### config.mk
export PLATFORM = sky130hd
export DESIGN_NAME = fifo_rr_arbiter_flat
export DESIGN_NICKNAME = d
export VERILOG_FILES = /design/src/rtl/fifo_rr_arbiter_pkg.sv /design/src/rtl/fifo_rr_arbiter_if.sv /design/src/rtl/fifo_rr_arbiter_rr_pick.sv /design/src/rtl/fifo_rr_arbiter.sv /design/src/flat_wrapper.sv
export SDC_FILE = /design/constraint.sdc
export NUM_CORES = 1
export LEC_CHECK = 0
export BUFFER_PORTS_ARGS = -buffer_cell sky130_fd_sc_hd__buf_2
export CAP_MARGIN = 30
export CORE_MARGIN = 5
export CORE_UTILIZATION = 30
export DETAILED_ROUTE_END_ITERATION = 16
export GPL_TIMING_DRIVEN = 0
export MAX_ROUTING_LAYER = met4
export PLACE_DENSITY_LB_ADDON = 0.12
export RECOVER_POWER = 25
export SETUP_SLACK_MARGIN = 0.2
export SLEW_MARGIN = 20
export SYNTH_ARGS = -nofsm -noshare
export SYNTH_HDL_FRONTEND = slang
export SYNTH_SLANG_ARGS = --single-unit
### constraint.sdc
create_clock -name clk -period 5.2 [get_ports clk]
set_input_delay 1.04 -clock clk [delete_from_list [all_inputs] [get_ports clk]]
set_output_delay 1.04 -clock clk [all_outputs]
set_load 0.005 [all_outputs]
### src/rtl/fifo_rr_arbiter_pkg.sv
// Shared types and the circular priority pick used by the shared-FIFO arbiter
// and any other round-robin bus arbiter.
package fifo_arb_pkg;

   typedef enum logic {
      IDLE   = 1'b0,
      LOCKED = 1'b1
   } arb_state_t;

   // Widest requester vector the generic pick function handles.
   localparam int RR_MAX = 32;
   localparam int RR_IW  = 5;

   typedef struct packed {
      logic             found;
      logic [RR_IW-1:0] idx;
   } rr_pick_t;

   // First set bit of valid[n-1:0] scanning upward from ptr and wrapping at n.
   // The scan runs downward so the lowest circular offset is written last and wins.
   function automatic rr_pick_t rr_pick(input logic [RR_MAX-1:0] valid,
                                        input logic [RR_IW-1:0]  ptr,
                                        input int                n);
      rr_pick_t r;
      int       j;
      r = '0;
      for (int k = RR_MAX - 1; k >= 0; k--) begin
         if (k < n) begin
            j = int'(ptr) + k;
            if (j >= n) j = j - n;
            if (valid[j[RR_IW-1:0]]) begin
               r.found = 1'b1;
               r.idx   = j[RR_IW-1:0];
            end
         end
      end
      return r;
   endfunction

endpackage

### src/rtl/fifo_rr_arbiter_if.sv
// Requester, shared-FIFO and consumer signals of the arbiter grouped as one bundle.
interface fifo_rr_arbiter_if #(
   parameter int N_REQ    = 4,
   parameter int WIDTH    = 32,
   parameter int CAPACITY = 15
);
   localparam int PW = $clog2(N_REQ);
   localparam int OW = $clog2(CAPACITY + 1);

   logic [N_REQ-1:0]            req_valid;
   logic [N_REQ-1:0][WIDTH-1:0] req_data;
   logic [N_REQ-1:0]            req_last;
   logic [N_REQ-1:0]            req_ready;
   logic                        fifo_enq;
   logic [WIDTH-1:0]            fifo_data;
   logic                        fifo_deq;
   logic                        fifo_empty;
   logic                        cons_deq;
   logic                        cons_valid;
   logic [OW-1:0]               occupancy;
   logic [PW-1:0]               grant_idx;
   logic                        locked;

   // Arbiter side
   modport slave (
      input  req_valid, req_data, req_last, fifo_empty, cons_deq,
      output req_ready, fifo_enq, fifo_data, fifo_deq, cons_valid,
             occupancy, grant_idx, locked
   );

   // Requesters, FIFO and consumer side
   modport master (
      output req_valid, req_data, req_last, fifo_empty, cons_deq,
      input  req_ready, fifo_enq, fifo_data, fifo_deq, cons_valid,
             occupancy, grant_idx, locked
   );
endinterface

### src/rtl/fifo_rr_arbiter_rr_pick.sv
// Combinational circular priority encoder: first valid requester at or after i_ptr.
module rr_pick_comb
   import fifo_arb_pkg::*;
#(
   parameter  int N_REQ = 4,
   localparam int PW    = $clog2(N_REQ)
) (
   input  logic [N_REQ-1:0] i_valid,
   input  logic [PW-1:0]    i_ptr,
   output logic             o_found,
   output logic [PW-1:0]    o_idx
);
   rr_pick_t w_pick;

   assign w_pick  = rr_pick(RR_MAX'(i_valid), RR_IW'(i_ptr), N_REQ);
   assign o_found = w_pick.found;
   assign o_idx   = PW'(w_pick.idx);
endmodule

### src/rtl/fifo_rr_arbiter.sv
// Packet-granular round-robin arbiter in front of a shared FIFO that has no full flag;
// the occupancy count kept here is the only thing stopping overflow and underflow.
//
// state  | meaning
// IDLE   | no packet open; winner picked round-robin from rr_ptr each cycle
// LOCKED | packet open on grant_idx; only that requester may transfer
module fifo_rr_arbiter
   import fifo_arb_pkg::*;
#(
   parameter int N_REQ    = 4,
   parameter int WIDTH    = 32,
   parameter int CAPACITY = 15
) (
   input logic               clk,
   input logic               rstn,
   fifo_rr_arbiter_if.slave  bus
);
   localparam int PW = $clog2(N_REQ);
   localparam int OW = $clog2(CAPACITY + 1);

   arb_state_t       r_state, w_state_nxt;
   logic [PW-1:0]    r_rr_ptr, w_rr_ptr_nxt;
   logic [PW-1:0]    r_grant_idx, w_grant_nxt;
   logic [OW-1:0]    r_occ, w_occ_nxt;

   logic             w_found;
   logic [PW-1:0]    w_pick_idx;
   logic [PW-1:0]    w_sel;
   logic             w_space;
   logic             w_xfer;
   logic             w_deq;
   logic [N_REQ-1:0] w_ready;
   logic [WIDTH-1:0] w_data;

   function automatic logic [PW-1:0] ptr_inc(input logic [PW-1:0] p);
      return (p == PW'(N_REQ - 1)) ? '0 : p + PW'(1);
   endfunction

   rr_pick_comb #(.N_REQ(N_REQ)) u_pick (
      .i_valid (bus.req_valid),
      .i_ptr   (r_rr_ptr),
      .o_found (w_found),
      .o_idx   (w_pick_idx)
   );

   // No deq bypass: a full FIFO refuses a beat even while the consumer pops.
   always_comb begin
      w_space = (r_occ < OW'(CAPACITY));
      w_sel   = (r_state == LOCKED) ? r_grant_idx : w_pick_idx;
      w_ready = '0;
      if (rstn && w_space && ((r_state == LOCKED) || w_found))
         w_ready[w_sel] = 1'b1;
      w_xfer  = |(w_ready & bus.req_valid);
      w_data  = w_xfer ? bus.req_data[w_sel] : '0;
      w_deq   = rstn && bus.cons_deq && (r_occ != '0);
   end

   always_comb begin
      w_state_nxt  = r_state;
      w_rr_ptr_nxt = r_rr_ptr;
      w_grant_nxt  = r_grant_idx;
      w_occ_nxt    = r_occ;
      case (r_state)
         IDLE: begin
            if (w_xfer) begin
               w_grant_nxt = w_sel;
               if (bus.req_last[w_sel]) w_rr_ptr_nxt = ptr_inc(w_sel);
               else                     w_state_nxt  = LOCKED;
            end
         end
         LOCKED: begin
            if (w_xfer && bus.req_last[w_sel]) begin
               w_state_nxt  = IDLE;
               w_rr_ptr_nxt = ptr_inc(r_grant_idx);
            end
         end
         default: w_state_nxt = IDLE;
      endcase
      case ({w_xfer, w_deq})
         2'b10:   w_occ_nxt = r_occ + OW'(1);
         2'b01:   w_occ_nxt = r_occ - OW'(1);
         default: w_occ_nxt = r_occ;
      endcase
   end

   always_ff @(posedge clk or negedge rstn) begin
      if (!rstn) begin
         r_state     <= IDLE;
         r_rr_ptr    <= '0;
         r_grant_idx <= '0;
         r_occ       <= '0;
      end else begin
         r_state     <= w_state_nxt;
         r_rr_ptr    <= w_rr_ptr_nxt;
         r_grant_idx <= w_grant_nxt;
         r_occ       <= w_occ_nxt;
      end
   end

   assign bus.req_ready  = w_ready;
   assign bus.fifo_enq   = w_xfer;
   assign bus.fifo_data  = w_data;
   assign bus.fifo_deq   = w_deq;
   assign bus.cons_valid = (r_occ != '0);
   assign bus.occupancy  = r_occ;
   assign bus.grant_idx  = r_grant_idx;
   assign bus.locked     = (r_state == LOCKED);

   // The FIFO's own empty flag must agree with the count kept here.
   a_empty_match: assert property (@(posedge clk) disable iff (!rstn)
      bus.fifo_empty == (r_occ == '0));
   a_occ_cap: assert property (@(posedge clk) disable iff (!rstn)
      r_occ <= OW'(CAPACITY));
   a_no_underflow: assert property (@(posedge clk) disable iff (!rstn)
      !(w_deq && (r_occ == '0)));
   a_one_ready: assert property (@(posedge clk) disable iff (!rstn)
      $onehot0(w_ready));
endmodule

### src/flat_wrapper.sv
// flat-port wrapper written by rule: the top's interface ports become plain ports
module fifo_rr_arbiter_flat import fifo_arb_pkg::*;
#(
   parameter int N_REQ    = 4,
   parameter int WIDTH    = 32,
   parameter int CAPACITY = 15
)
  (clk, rstn, bus_req_valid, bus_req_data, bus_req_last, bus_fifo_empty, bus_cons_deq, bus_req_ready, bus_fifo_enq, bus_fifo_data, bus_fifo_deq, bus_cons_valid, bus_occupancy, bus_grant_idx, bus_locked);
  fifo_rr_arbiter_if #(.N_REQ(N_REQ), .WIDTH(WIDTH), .CAPACITY(CAPACITY)) bus_i ();
  input logic clk;
  input logic rstn;
  input wire logic [$bits(bus_i.req_valid)-1:0] bus_req_valid;
  input wire logic [$bits(bus_i.req_data)-1:0] bus_req_data;
  input wire logic [$bits(bus_i.req_last)-1:0] bus_req_last;
  input wire logic [$bits(bus_i.fifo_empty)-1:0] bus_fifo_empty;
  input wire logic [$bits(bus_i.cons_deq)-1:0] bus_cons_deq;
  output wire logic [$bits(bus_i.req_ready)-1:0] bus_req_ready;
  output wire logic [$bits(bus_i.fifo_enq)-1:0] bus_fifo_enq;
  output wire logic [$bits(bus_i.fifo_data)-1:0] bus_fifo_data;
  output wire logic [$bits(bus_i.fifo_deq)-1:0] bus_fifo_deq;
  output wire logic [$bits(bus_i.cons_valid)-1:0] bus_cons_valid;
  output wire logic [$bits(bus_i.occupancy)-1:0] bus_occupancy;
  output wire logic [$bits(bus_i.grant_idx)-1:0] bus_grant_idx;
  output wire logic [$bits(bus_i.locked)-1:0] bus_locked;
  assign bus_i.req_valid = bus_req_valid;
  assign bus_i.req_data = bus_req_data;
  assign bus_i.req_last = bus_req_last;
  assign bus_i.fifo_empty = bus_fifo_empty;
  assign bus_i.cons_deq = bus_cons_deq;
  assign bus_req_ready = bus_i.req_ready;
  assign bus_fifo_enq = bus_i.fifo_enq;
  assign bus_fifo_data = bus_i.fifo_data;
  assign bus_fifo_deq = bus_i.fifo_deq;
  assign bus_cons_valid = bus_i.cons_valid;
  assign bus_occupancy = bus_i.occupancy;
  assign bus_grant_idx = bus_i.grant_idx;
  assign bus_locked = bus_i.locked;
  fifo_rr_arbiter #(.N_REQ(N_REQ), .WIDTH(WIDTH), .CAPACITY(CAPACITY)) u_core (.clk(clk), .rstn(rstn), .bus(bus_i));
endmodule
==> flow_summary.json <==
{
  "power_frac_clock_pct": 2.8,
  "numClockSinks": 9,
  "peakVddDrop_v": 0.000315,
  "first_pass_iters": 4,
  "root_buffer": "clkbuf_8",
  "clk_latency_ns": 0.23,
  "intPower_mw": 1.33,
  "num-fill-cells": 709,
  "rrSetupSlack_ns": 0.63,
  "finalWeightedCongestion": 0.895,
  "syn_to_final_growth_pct": 79.4,
  "yosysSeqAreaShare_pct": 10.7,
  "endpoint": "bus_fifo_data[15]",
  "fin_skew_ns": 0.00961,
  "yosysMostFrequentCell": "nand2_1",
  "synthCells": 343,
  "cts_tree": "yes",
  "end_kind": "output pin",
  "dpl.hpwl_mm": 8.04,
  "ant_nets": 0,
  "port_buffers": 184,
  "start_util_pct": 30.8,
  "period_share_pct": 97.4,
  "power_density_nw_per_um2": 750,
  "io_pins": 186,
  "combPwrFrac_pct": 91.8,
  "drt_iter0_markers": 101,
  "crit_start": "bus_req_valid[0]",
  "p_leak_nw": 2.02,
  "worstRegToRegCells": 25,
  "hold_viol": 0,
  "async_flop_share_pct": 100,
  "ys_warn_count": 0,
  "yosys.area.top_type": "nand2_1",
  "cts-hold-fix-buffers": 0,
  "yosys-top-cells-area": "nand2_1, a311oi_1, dfrtp_1",
  "nets": 709,
  "antenna_found_initial": 0,
  "dp_cells": 623,
  "setup-violations-final": 0,
  "finalPower_mw": 2.82,
  "crit_path_cell_trace": "buf_12 -> mux2_4 -> a2111o_1 -> a2111o_1 -> and2_4 -> buf_6 -> clkinv_4 -> buf_6 -> buf_8 -> ha_4 -> a222oi_1 -> o211ai_1 -> o211ai_1 -> buf_6 -> buf_8 -> a311oi_2 -> buf_2",
  "cp-start-kind": "input port",
  "synthFlopType": "dfrtp_1",
  "cap_violations": 0,
  "ys_types": 46,
  "cpPeakStageDelay_ns": 0.40,
  "slew_viol_final": 0,
  "fin_util_pct": 55.3,
  "h-tree-depth": 1,
  "synth_edf_count": 0,
  "worst_pin_slew_ns": 0.616,
  "antenna_cells": 0,
  "final_area_um2": 3760,
  "crit_top_cell": "buf_6",
  "power_frac_seq_pct": 5.4,
  "criticalPathCategory": "input port to output pin",
  "required_ns": 4.16,
  "synth_top_area_share_pct": 25.3,
  "post-route-min-period_ns": 5.07,
  "grt.overflow.total": 0,
  "hold_class": "register to register",
  "cp_max_fo": 5,
  "num_vias": 3346,
  "p_sw_mw": 1.49,
  "avgViaCountPerCell": 5.11,
  "clk_pin_slew_ns": 0.05,
  "grt_max_degree": 12,
  "numCtsBuffers": 3,
  "fp.dieH_um": 93.6,
  "clock.fmax_ghz": 0.197,
  "crit_arrival_ns": 4.03,
  "routed_wl_mm": 10.6,
  "synth-seq-cells": 9,
  "row_count": 30,
  "core_um2": 6790,
  "grt_pass1_wl_mm": 15.6,
  "die_area_um2": 8760,
  "reg2reg_to": "u_core.bus.occupancy[2]",
  "status": "complete, no violations",
  "timing.rr.start": "u_core.r_rr_ptr[0]",
  "final_cells": 655,
  "rsz0062_at_grt": "yes",
  "p_sw_share_pct": 52.7,
  "routedWlPerCell_um": 16.2,
  "dieWidth_um": 93.6,
  "slowest_stage": "a2111o_1",
  "drive_gt1_share_pct": 47.8,
  "syn_nets": 492,
  "syn_area_um2": 2100,
  "cts.path.max_buffers": 2,
  "relSlewSlack_pct": 58.9,
  "postSynthAreaPerCell_um2": 6.11,
  "drc": 0,
  "grt_use_total_pct": 22.2,
  "placed_area_um2": 3140,
  "grt_pass1_vias": 3260,
  "synth.top_cells.by_count": "nand2_1, and3_1, a311oi_1"
}
-- per-layer routing --
| layer | global-route usage (%) | vias to the layer above | wire length, um |
|---|---|---|---|
| met5 | - | - | 0 |
| met4 | 3.13 | 0 | 118 |
| met3 | 2.74 | 10 | 693 |
| met2 | 39.3 | 151 | 5350 |
| met1 | 27.6 | 1529 | 4480 |
| li1 | - | 1656 | - |
-- what timing repair did --
| action | 4_1_cts | 5_1_grt |
|---|---|---|
| pin swaps | 10 | 7 |
| endpoints found under the setup margin | 38 | 33 |
| gates resized for setup | 49 | 32 |
| setup buffers | 15 | 10 |
| cloned | 1 | 2 |
-- cell usage in the layout, fill, tap and decap left out, types with 2 or more instances in the layout --
| cell | instances |
|---|---|
| o21ai_0 | 11 |
| nand2_1 | 139 |
| and2_1 | 3 |
| buf_8 | 5 |
| xnor2_1 | 2 |
| a311oi_2 | 14 |
| a311oi_1 | 18 |
| xor2_1 | 4 |
| buf_6 | 5 |
| nand3b_1 | 3 |
| clkinvlp_4 | 2 |
| a21oi_1 | 5 |
| nor2_1 | 7 |
| inv_1 | 3 |
| a2111o_1 | 2 |
| buf_2 | 183 |
| a211oi_4 | 2 |
| or2_2 | 2 |
| buf_4 | 27 |
| nand2_2 | 2 |
| mux2_2 | 2 |
| o211ai_1 | 3 |
| nand2b_1 | 2 |
| ha_4 | 2 |
| ha_1 | 7 |
| clkbuf_1 | 18 |
| dfrtp_1 | 8 |
| mux2i_1 | 4 |
| and3_1 | 35 |
| clkbuf_8 | 3 |
-- worst max-delay path: cells and delay by family --
family / cells / cell delay (ns)
adders and majority gates: 1 / 0.14
AOI/OAI and AO/OA: 6 / 1.41
and+or+nand+nor: 1 / 0.15
muxes: 1 / 0.30
buffers and inverters: 8 / 0.97
-- per-stage QoR --
step / setup TNS, ns / hold WS (ns) / setup WS (ns)
2_1_floorplan: 0 / 0.497 / 0.283
3_3_place_gp: -29.36 / 0.504 / -0.901
3_5_place_dp: -29.52 / 0.520 / -0.892
4_1_cts: 0 / 0.532 / 0.163
5_1_grt: 0 / 0.555 / 0.0258
6_report: 0 / 0.530 / 0.134
-- how the worst min path moves through the flow --
stage | from | endpoint | depth (start not counted)
finish | u_core.bus.occupancy[3] | u_core.bus.occupancy[3] | 1
CTS | u_core.bus.occupancy[3] | u_core.bus.occupancy[3] | 1
detailed placement | u_core.bus.occupancy[3] | u_core.bus.occupancy[3] | 1
floorplan | u_core.bus.occupancy[3] | u_core.bus.occupancy[3] | 1
global route | u_core.bus.occupancy[3] | u_core.bus.occupancy[3] | 1
global placement | u_core.bus.occupancy[3] | u_core.bus.occupancy[3] | 1
-- cell families (layout without fill, tap and decap cells) --
| logic type | Yosys count | after routing | synth area share, % |
|---|---|---|---|
| xor gates and xnor gates | 6 | 6 | 2.51 |
| buffers and inverters | 36 | 252 | 7.52 |
| AOI/OAI and AO/OA | 70 | 70 | 25.9 |
| DFF | 9 | 9 | 10.7 |
| muxes | 9 | 9 | 4.48 |
| adders and majority gates | 9 | 9 | 5.37 |
| and+or+nand+nor | 204 | 204 | 43.5 |
-- power groups by stage --
stage,sequential (mW),combinational [mW],clock [mW]
2_1_floorplan,0.148,1.28,0
3_3_place_gp,0.154,1.93,0
3_5_place_dp,0.154,1.94,0
4_1_cts,0.154,2.34,0.0827
5_1_grt,0.160,2.83,0.0860
6_report,0.152,2.59,0.0804
-- area by class of cell --
type,count,area [um2],area share [%]
multi-input cells,298,1930,51.3
repair buffers,212,1190,31.6
flip-flops and latches,9,226,6.02
plain buffers,29,205,5.46
well taps,96,120,3.19
clock buffers,4,45.0,1.20
inverters,7,43.8,1.16
Power figures use the tool's default switching activity.
